<file path="config.mk">
export PLATFORM = sky130hd
export DESIGN_NAME = alu_operand_stage
export DESIGN_NICKNAME = d
export VERILOG_FILES = /design/src/rtl/alu_operand_stage.sv
export SDC_FILE = /design/constraint.sdc
export NUM_CORES = 1
export LEC_CHECK = 0
export CAP_MARGIN = 25
export CORE_AREA = 2 2 224 226
export DETAILED_ROUTE_END_ITERATION = 7
export DIE_AREA = 0 0 226 228
export SYNTH_ARGS = -nofsm -noshare
export SYNTH_HDL_FRONTEND = slang
export SYNTH_SLANG_ARGS = --single-unit
</file>
<file path="constraint.sdc">
create_clock -name CLK -period 8.8 [get_ports CLK]
set_clock_uncertainty 0.2 [all_clocks]
set_input_delay 2.2 -clock CLK [delete_from_list [all_inputs] [get_ports CLK]]
set_output_delay 2.2 -clock CLK [all_outputs]
set_load 0.005 [all_outputs]
</file>
<file path="src/rtl/alu_operand_stage.sv">
// ID/EX pipeline stage for the 64-bit ALU: registers decoded operands and control,
// decodes ALUCtrl, and forwards EX/MEM and MEM/WB results into the operand buses.
module alu_operand_stage #(
  parameter int n  = 64,
  parameter int ZR = 31
) (
  input  logic         CLK,
  input  logic         Reset_L,
  input  logic         Stall,
  input  logic         Flush,
  input  logic         IdValid,
  input  logic [n-1:0] IdBusA,
  input  logic [n-1:0] IdBusB,
  input  logic [n-1:0] IdImm64,
  input  logic [5:0]   IdShamt,
  input  logic         IdALUSrc,
  input  logic [1:0]   IdALUOp,
  input  logic [10:0]  IdOpcode,
  input  logic [4:0]   IdRn,
  input  logic [4:0]   IdRm,
  input  logic [4:0]   IdRd,
  input  logic         IdRegWrite,
  input  logic         ExMemRegWrite,
  input  logic         MemWbRegWrite,
  input  logic [4:0]   ExMemRd,
  input  logic [4:0]   MemWbRd,
  input  logic [n-1:0] ExMemResult,
  input  logic [n-1:0] MemWbResult,
  output logic [n-1:0] BusA,
  output logic [n-1:0] BusB,
  output logic [n-1:0] StoreData,
  output logic [3:0]   ALUCtrl,
  output logic [4:0]   ExRd,
  output logic         ExRegWrite,
  output logic         ExValid,
  output logic         IllegalOp
);

  typedef enum logic [3:0] {
    CTRL_AND   = 4'b0000,
    CTRL_ORR   = 4'b0001,
    CTRL_ADD   = 4'b0010,
    CTRL_LSL   = 4'b0011,
    CTRL_LSR   = 4'b0100,
    CTRL_SUB   = 4'b0110,
    CTRL_PASSB = 4'b0111
  } aluCtrl_e;

  localparam logic [10:0] OP_ADD = 11'b10001011000;
  localparam logic [10:0] OP_SUB = 11'b11001011000;
  localparam logic [10:0] OP_AND = 11'b10001010000;
  localparam logic [10:0] OP_ORR = 11'b10101010000;
  localparam logic [10:0] OP_LSL = 11'b11010011011;
  localparam logic [10:0] OP_LSR = 11'b11010011010;

  localparam logic [4:0] ZR_IDX = 5'(ZR);

  // Stage registers
  logic         exValid;
  logic         exRegWrite;
  logic         exIllegal;
  logic         exAluSrc;
  aluCtrl_e     exCtrl;
  logic [4:0]   exRn;
  logic [4:0]   exRm;
  logic [4:0]   exRd;
  logic [5:0]   exShamt;
  logic [n-1:0] exBusA;
  logic [n-1:0] exBusB;
  logic [n-1:0] exImm;

  // Decode results for the instruction currently in ID
  aluCtrl_e decCtrl;
  logic     decIllegal;

  always_comb begin
    // NOTE: every variable gets a default before the case so no path leaves it unassigned (no latch).
    decCtrl    = CTRL_AND;
    decIllegal = 1'b0;
    unique case (IdALUOp)
      2'b00: decCtrl = CTRL_ADD;
      2'b01: decCtrl = CTRL_PASSB;
      2'b10: begin
        case (IdOpcode)
          OP_ADD:  decCtrl = CTRL_ADD;
          OP_SUB:  decCtrl = CTRL_SUB;
          OP_AND:  decCtrl = CTRL_AND;
          OP_ORR:  decCtrl = CTRL_ORR;
          OP_LSL:  decCtrl = CTRL_LSL;
          OP_LSR:  decCtrl = CTRL_LSR;
          default: decIllegal = 1'b1;
        endcase
      end
      default: decIllegal = 1'b1;
    endcase
  end

  // Flush beats Stall beats load; a flushed slot is cleared entirely.
  always_ff @(posedge CLK or negedge Reset_L) begin
    if (!Reset_L) begin
      // NOTE: sequential state uses non-blocking assignments so every register samples pre-edge values.
      exValid    <= 1'b0;
      exRegWrite <= 1'b0;
      exIllegal  <= 1'b0;
      exAluSrc   <= 1'b0;
      exCtrl     <= CTRL_AND;
      exRn       <= '0;
      exRm       <= '0;
      exRd       <= '0;
      exShamt    <= '0;
      exBusA     <= '0;
      exBusB     <= '0;
      exImm      <= '0;
    end else if (Flush) begin
      exValid    <= 1'b0;
      exRegWrite <= 1'b0;
      exIllegal  <= 1'b0;
      exAluSrc   <= 1'b0;
      exCtrl     <= CTRL_AND;
      exRn       <= '0;
      exRm       <= '0;
      exRd       <= '0;
      exShamt    <= '0;
      exBusA     <= '0;
      exBusB     <= '0;
      exImm      <= '0;
    end else if (!Stall) begin
      exValid    <= IdValid;
      exRegWrite <= IdRegWrite & IdValid;
      exIllegal  <= decIllegal & IdValid;
      exAluSrc   <= IdALUSrc;
      exCtrl     <= decCtrl;
      exRn       <= IdRn;
      exRm       <= IdRm;
      exRd       <= IdRd;
      exShamt    <= IdShamt;
      exBusA     <= IdBusA;
      exBusB     <= IdBusB;
      exImm      <= IdImm64;
    end
  end

  // EX/MEM has priority over MEM/WB; XZR and empty slots never forward.
  function automatic logic [n-1:0] forward(
    input logic [4:0]   src,
    input logic [n-1:0] regVal,
    input logic         slotValid,
    input logic         exMemWr,
    input logic [4:0]   exMemDst,
    input logic [n-1:0] exMemVal,
    input logic         memWbWr,
    input logic [4:0]   memWbDst,
    input logic [n-1:0] memWbVal
  );
    logic [n-1:0] result;
    result = regVal;
    if (slotValid && src != ZR_IDX) begin
      if (exMemWr && exMemDst == src)
        result = exMemVal;
      else if (memWbWr && memWbDst == src)
        result = memWbVal;
    end
    return result;
  endfunction

  logic [n-1:0] fwdA;
  logic [n-1:0] fwdB;

  assign fwdA = forward(exRn, exBusA, exValid, ExMemRegWrite, ExMemRd, ExMemResult,
                        MemWbRegWrite, MemWbRd, MemWbResult);
  assign fwdB = forward(exRm, exBusB, exValid, ExMemRegWrite, ExMemRd, ExMemResult,
                        MemWbRegWrite, MemWbRd, MemWbResult);

  always_comb begin
    BusB = fwdB;
    if (exCtrl == CTRL_LSL || exCtrl == CTRL_LSR)
      BusB = {{(n-6){1'b0}}, exShamt};
    else if (exAluSrc)
      BusB = exImm;
  end

  assign BusA       = fwdA;
  assign StoreData  = fwdB;
  assign ALUCtrl    = exCtrl;
  assign ExRd       = exRd;
  assign ExRegWrite = exRegWrite;
  assign ExValid    = exValid;
  assign IllegalOp  = exIllegal;

endmodule

</file>
=== After elaboration in Yosys (flattened, before gate mapping) ===
Index checks and enable logic that the tools add are counted.

* Bits in registers: 221
* Bits in latches: 0
* Bits in writable memories: 0
* Bits in read-only memories: 0
* Bits of input ports: 373
* Output and inout port bits: 204
* Logic and storage cells: 77
* Memories: 0

* Add/subtract/negate cells: 0
* Multipliers: 0
* Divide/modulo/power cells: 0
* $lt $le $gt $ge: 0
* Equality and inequality tests: 17
* Shift-type cells: 0
* Muxes and demuxes: 36
* Bitwise logic cells: 2
* Reductions and logical operators: 10

{| class="wikitable"
|+ Operators by type and width
! cell !! number
|-
| $mux 64 || 14
|-
| $eq 11x11->1 const B || 6
|-
| $mux 5 || 6
|-
| $eq 5x5->1 || 4
|-
| $pmux 3 s5 || 1
|-
| $mux 6 || 2
|-
| $ne 5x5->1 const B || 2
|-
| $mux 1 || 9
|-
| $pmux 3 s3 || 1
|-
| $mux 4 || 2
|-
| $logic_and 1x1->1 || 6
|-
| $reduce_or 6->1 || 1
|-
| $eq 4x2->1 const B || 1
|-
| $eq 4x3->1 const B || 1
|-
| $and 1x1->1 || 2
|-
| $eq 2x1->1 const B || 1
|-
| $eq 2x2->1 const B || 1
|-
| $logic_not 2->1 || 1
|-
| $ne 2x1->1 const B || 1
|-
| $pmux 1 s2 || 1
|-
| $reduce_or 2->1 || 1
|-
| $logic_or 1x1->1 || 1
|}

=== Longest topological paths before layout ===
* Depth after elaboration: 7
* Depth in mapped cells: 8
* Depth with buffers taken out: 6

=== Least setup slack after synthesis ===
OpenSTA, ideal clock, no wires.

* Path kind: input port to output port
* Start: input ExMemRd[0]
* End: output BusB[59]
* Data arrival time: 3629 ps
* Data required time: 6400 ps
* Slack: 2771 ps
* Stages on the path: 8
* Buffers on the path: 2
* Path through: xnor2_1 -> nand4_2 -> o311a_1 -> buf_6 -> buf_6 -> a22o_1 -> a221oi_2 -> nor3_1

* Cells in the longest elaborated chain, start to end: 6

{| class="wikitable"
|+ RTL lines
! item !! RTL line !! text
|-
| start: declaration || 25 || <nowiki>input logic [4:0] ExMemRd,</nowiki>
|-
| $eq 5x5->1 || 158 || <nowiki>if (exMemWr && exMemDst == src)</nowiki>
|-
| $logic_and 1x1->1 || 158 ||
|-
| $mux 64 || 158 ||
|-
| $mux 64 || 157 || <nowiki>if (slotValid && src != ZR_IDX) begin</nowiki>
|-
| $mux 64 || 178 || <nowiki>else if (exAluSrc)</nowiki>
|-
| $mux 64 || 176 || <nowiki>if (exCtrl == CTRL_LSL || exCtrl == CTRL_LSR)</nowiki>
|-
| end: declaration || 30 || <nowiki>output logic [n-1:0] BusB,</nowiki>
|}

Every way passes these cells.

=== Worst setup path after layout ===
* Start: input ExMemRd[2]
* End: output BusA[53]

* Cells in the longest elaborated chain, start to end: 4

{| class="wikitable"
|+ RTL lines
! item !! RTL line !! text
|-
| $eq 5x5->1 || 158 ||
|-
| $logic_and 1x1->1 || 158 ||
|-
| $mux 64 || 158 ||
|-
| $mux 64 || 157 ||
|-
| end: declaration || 29 || <nowiki>output logic [n-1:0] BusA,</nowiki>
|}

Every way passes these cells.

==> impl_metrics.toml <==
[die]
die_x_um = 226
dieArea_um2 = 51530
die_h_um = 228
coreArea_um2 = 49350
start_util_pct = 27.12
rows = 82
io_pins = 577

[final_layout]
final_nets = 2262
area_delta_synth_final_pct = 53.69
drive_gt1_share_pct = 6.978

[logic_synthesis]
ys_seq_area_share_pct = 41.14
async_flop_share_pct = 100.0
synth_seq_cells = 220
yosysWarnings = 0
synth_cell_type_count = 45
ys.flop_type = "dfrtp_1"
syn_avg_cell_area_um2 = 9.546
synthMostInstantiatedCell = "nor2_1"
netlist_area_um2 = 13380
synth_edf_count = 0
synth_area_leader_cell = "dfrtp_1"
synth_nets = 1775
synth.top_cells.by_count = "292 x nor2_1, 220 x dfrtp_1, 214 x mux2i_1, 116 x a22o_1, 75 x a21oi_1"
synth_top_area_share_pct = 41.14
ys_top_cells_by_area = "dfrtp_1 41%, mux2i_1 16%, nor2_1 8.2%"
syn_inst = 1402

[setup_path]
cp-startpoint = "ExMemRd[2]"
cp-end-kind = "output pin"
worstPathMaxFanout = 65
rr_startpoint = "exAluSrc"
critPathTopFamily = "buffers and inverters"
reg2reg_slack_ns = 6.91
cp_num_buf_inv = 4
rr_worst_depth = 3
crit_end = "BusA[53]"
slowest_stage = "clkdlybuf4s50_1"
crit_chain = "clkdlybuf4s50_1 -> xor2_1 -> nor4_1 -> nand3_4 -> buf_4 -> a21boi_4 -> buf_4 -> nor2_1 -> a21oi_1 -> clkdlybuf4s50_1"
startpoint_type = "primary input"
slowest_delay_ns = 0.59
cp.arrival_ns = 5.52
path_class = "primary input to output pin"
crit_required_ns = 6.40
path_depth = 10
r2r-end = "exAluSrc"

[pwr]
p_per_area_nw_per_um2 = 144.3
ir_worst_vdd_v = 0.0001279
p_total_mw = 2.968
power_leakage_nw = 8.796

[worst_hold_path]
hold_path.class = "flip-flop to flip-flop"
hold_depth = 2

[clock_tree]
root_buffer = "clkbuf_16"
clk_pin_slew_worst_paths_ns = 0.06
hold_buffers = 0
post-cts-setup-buffers = 0
cts_buffers = 28
cts_resized = 0
numClockSinks = 220
cts_tree = "built"
clock_latency_ns = 0.56
h-tree-depth = 1
cts_buffer_depth = 3

[sta]
rsz0062_at_grt = "false"
setup_viol = 0
final_max_slew_viol_count = 0
setup_tns_ns = 0
worst_pin_slew_ns = 1.017
relSlewSlack_pct = 32.18
worst_slack_ns = 0.8826
fmax_mhz = 126.3
hold_viol = 0
fin_crit_ns = 7.917
period_share_pct = 89.97

[global_routing]
grt_max_degree = 119
antenna_found_initial = 7
grt_use_total_pct = 21.69
grt_overflow = 0
grt_pass1_vias = 13570
grt_pass1_wl_um = 86210

[route]
avgViaCountPerCell = 5.160
wl_per_cell_um = 22.59
drt_iter0_markers = 852
post-route-drc-count = 0
ant_nets = 0
first_pass_iters = 5
vias = 13310
wl_um = 58280

[placement]
place_ws_ns = 0.9320
gp_congestion = 0.8678
numPortBuffers = 575
hpwl_um = 40580

[run_status]
status = "finished clean"

[flow_run]
max-cap-violations = 0
[metrics by stage]
step / util, % / hold WS [ns] / std cells / area (µm²)
2_1_floorplan: - / 0.2896 / 1402 / 13380
5_1_grt: 41.67 / 0.3440 / 2579 / 20570
4_1_cts: 41.67 / 0.3245 / 2578 / 20560
3_5_place_dp: 39.85 / 0.3111 / 2531 / 19660
6_report: 41.68 / 0.3198 / 2580 / 20570
3_3_place_gp: 39.85 / 0.3036 / 2531 / 19660
[cells in the final DEF, fill, tap and decap left out, types with 12 or more instances in the layout]
cell type / instances
a21oi_1: 75
a221oi_2: 54
a22o_1: 116
buf_4: 14
clkbuf_16: 29
clkdlybuf4s50_1: 572
dfrtp_1: 219
inv_1: 15
mux2i_1: 214
nand2_1: 12
nor2_1: 292
nor2b_1: 61
nor3_1: 61
o22ai_1: 64
o2bb2ai_1: 12
xor2_1: 13
[worst min-delay path by stage]
stage               slack [ns]        from          to
global route              0.34   exBusB[3]   exBusB[3]
detailed placement        0.31   IllegalOp   IllegalOp
floorplan                 0.29  exShamt[0]  exShamt[0]
CTS                       0.32   IllegalOp   IllegalOp
global placement          0.30   IllegalOp   IllegalOp
finish                    0.32   exImm[46]   exImm[46]
[tightest hold or removal path, stage by stage, from the launching register on]
cell	delay (ns)
dfrtp_1	0.34
mux2i_1	0.07
nor2_1	0.07
[cells by family (layout without fill, tap and decap cells)]
logic type             count (synthesis)  in the layout  share of synthesized area [%]
flip-flops                           220            220                          41.14
AO/OA/AOI/OAI                        344            344                          21.45
XOR/XNOR                              20             20                          1.309
AND/OR/NAND/NOR                      450            450                          14.93
multiplexers                         214            214                          16.01
buffers and inverters                153            657                          5.142
other                                  1              3                        0.02802
[cell type report]
class	count	area, µm²
diodes	2	5.005
fillers	4881	28780
flip-flops and latches	220	5509
clock inverters	7	62.56
multi-input cells	1029	7266
repair buffers	595	5992
inverters	15	56.30
clock buffers	40	837.1
well taps	672	840.8
[per-layer routing]
| metal | share of wire, % | track usage, % |
|---|---|---|
| met1 | 40 | 26.12 |
| met3 | 8.5 | 6.208 |
| met2 | 49 | 37.45 |
| met4 | 2.8 | 6.043 |
| met5 | 0.10 | 0 |
[registers in the layout, indices dropped and copies added, names as in the netlist]
signal      cells
exBusB         64
ExRd            5
ExRegWrite      1
exRm            5
exRn            5
exImm          64
IllegalOp       1
ALUCtrl         3
ExValid         1
exBusA         64
exAluSrc        1
exShamt         6
[power breakdown]
part	switching (mW)	internal (mW)
clock network	0.463	0.681
logic	0.306	0.402
registers	0.0467	1.07
Note: power is estimated with default switching activity, not from simulation.
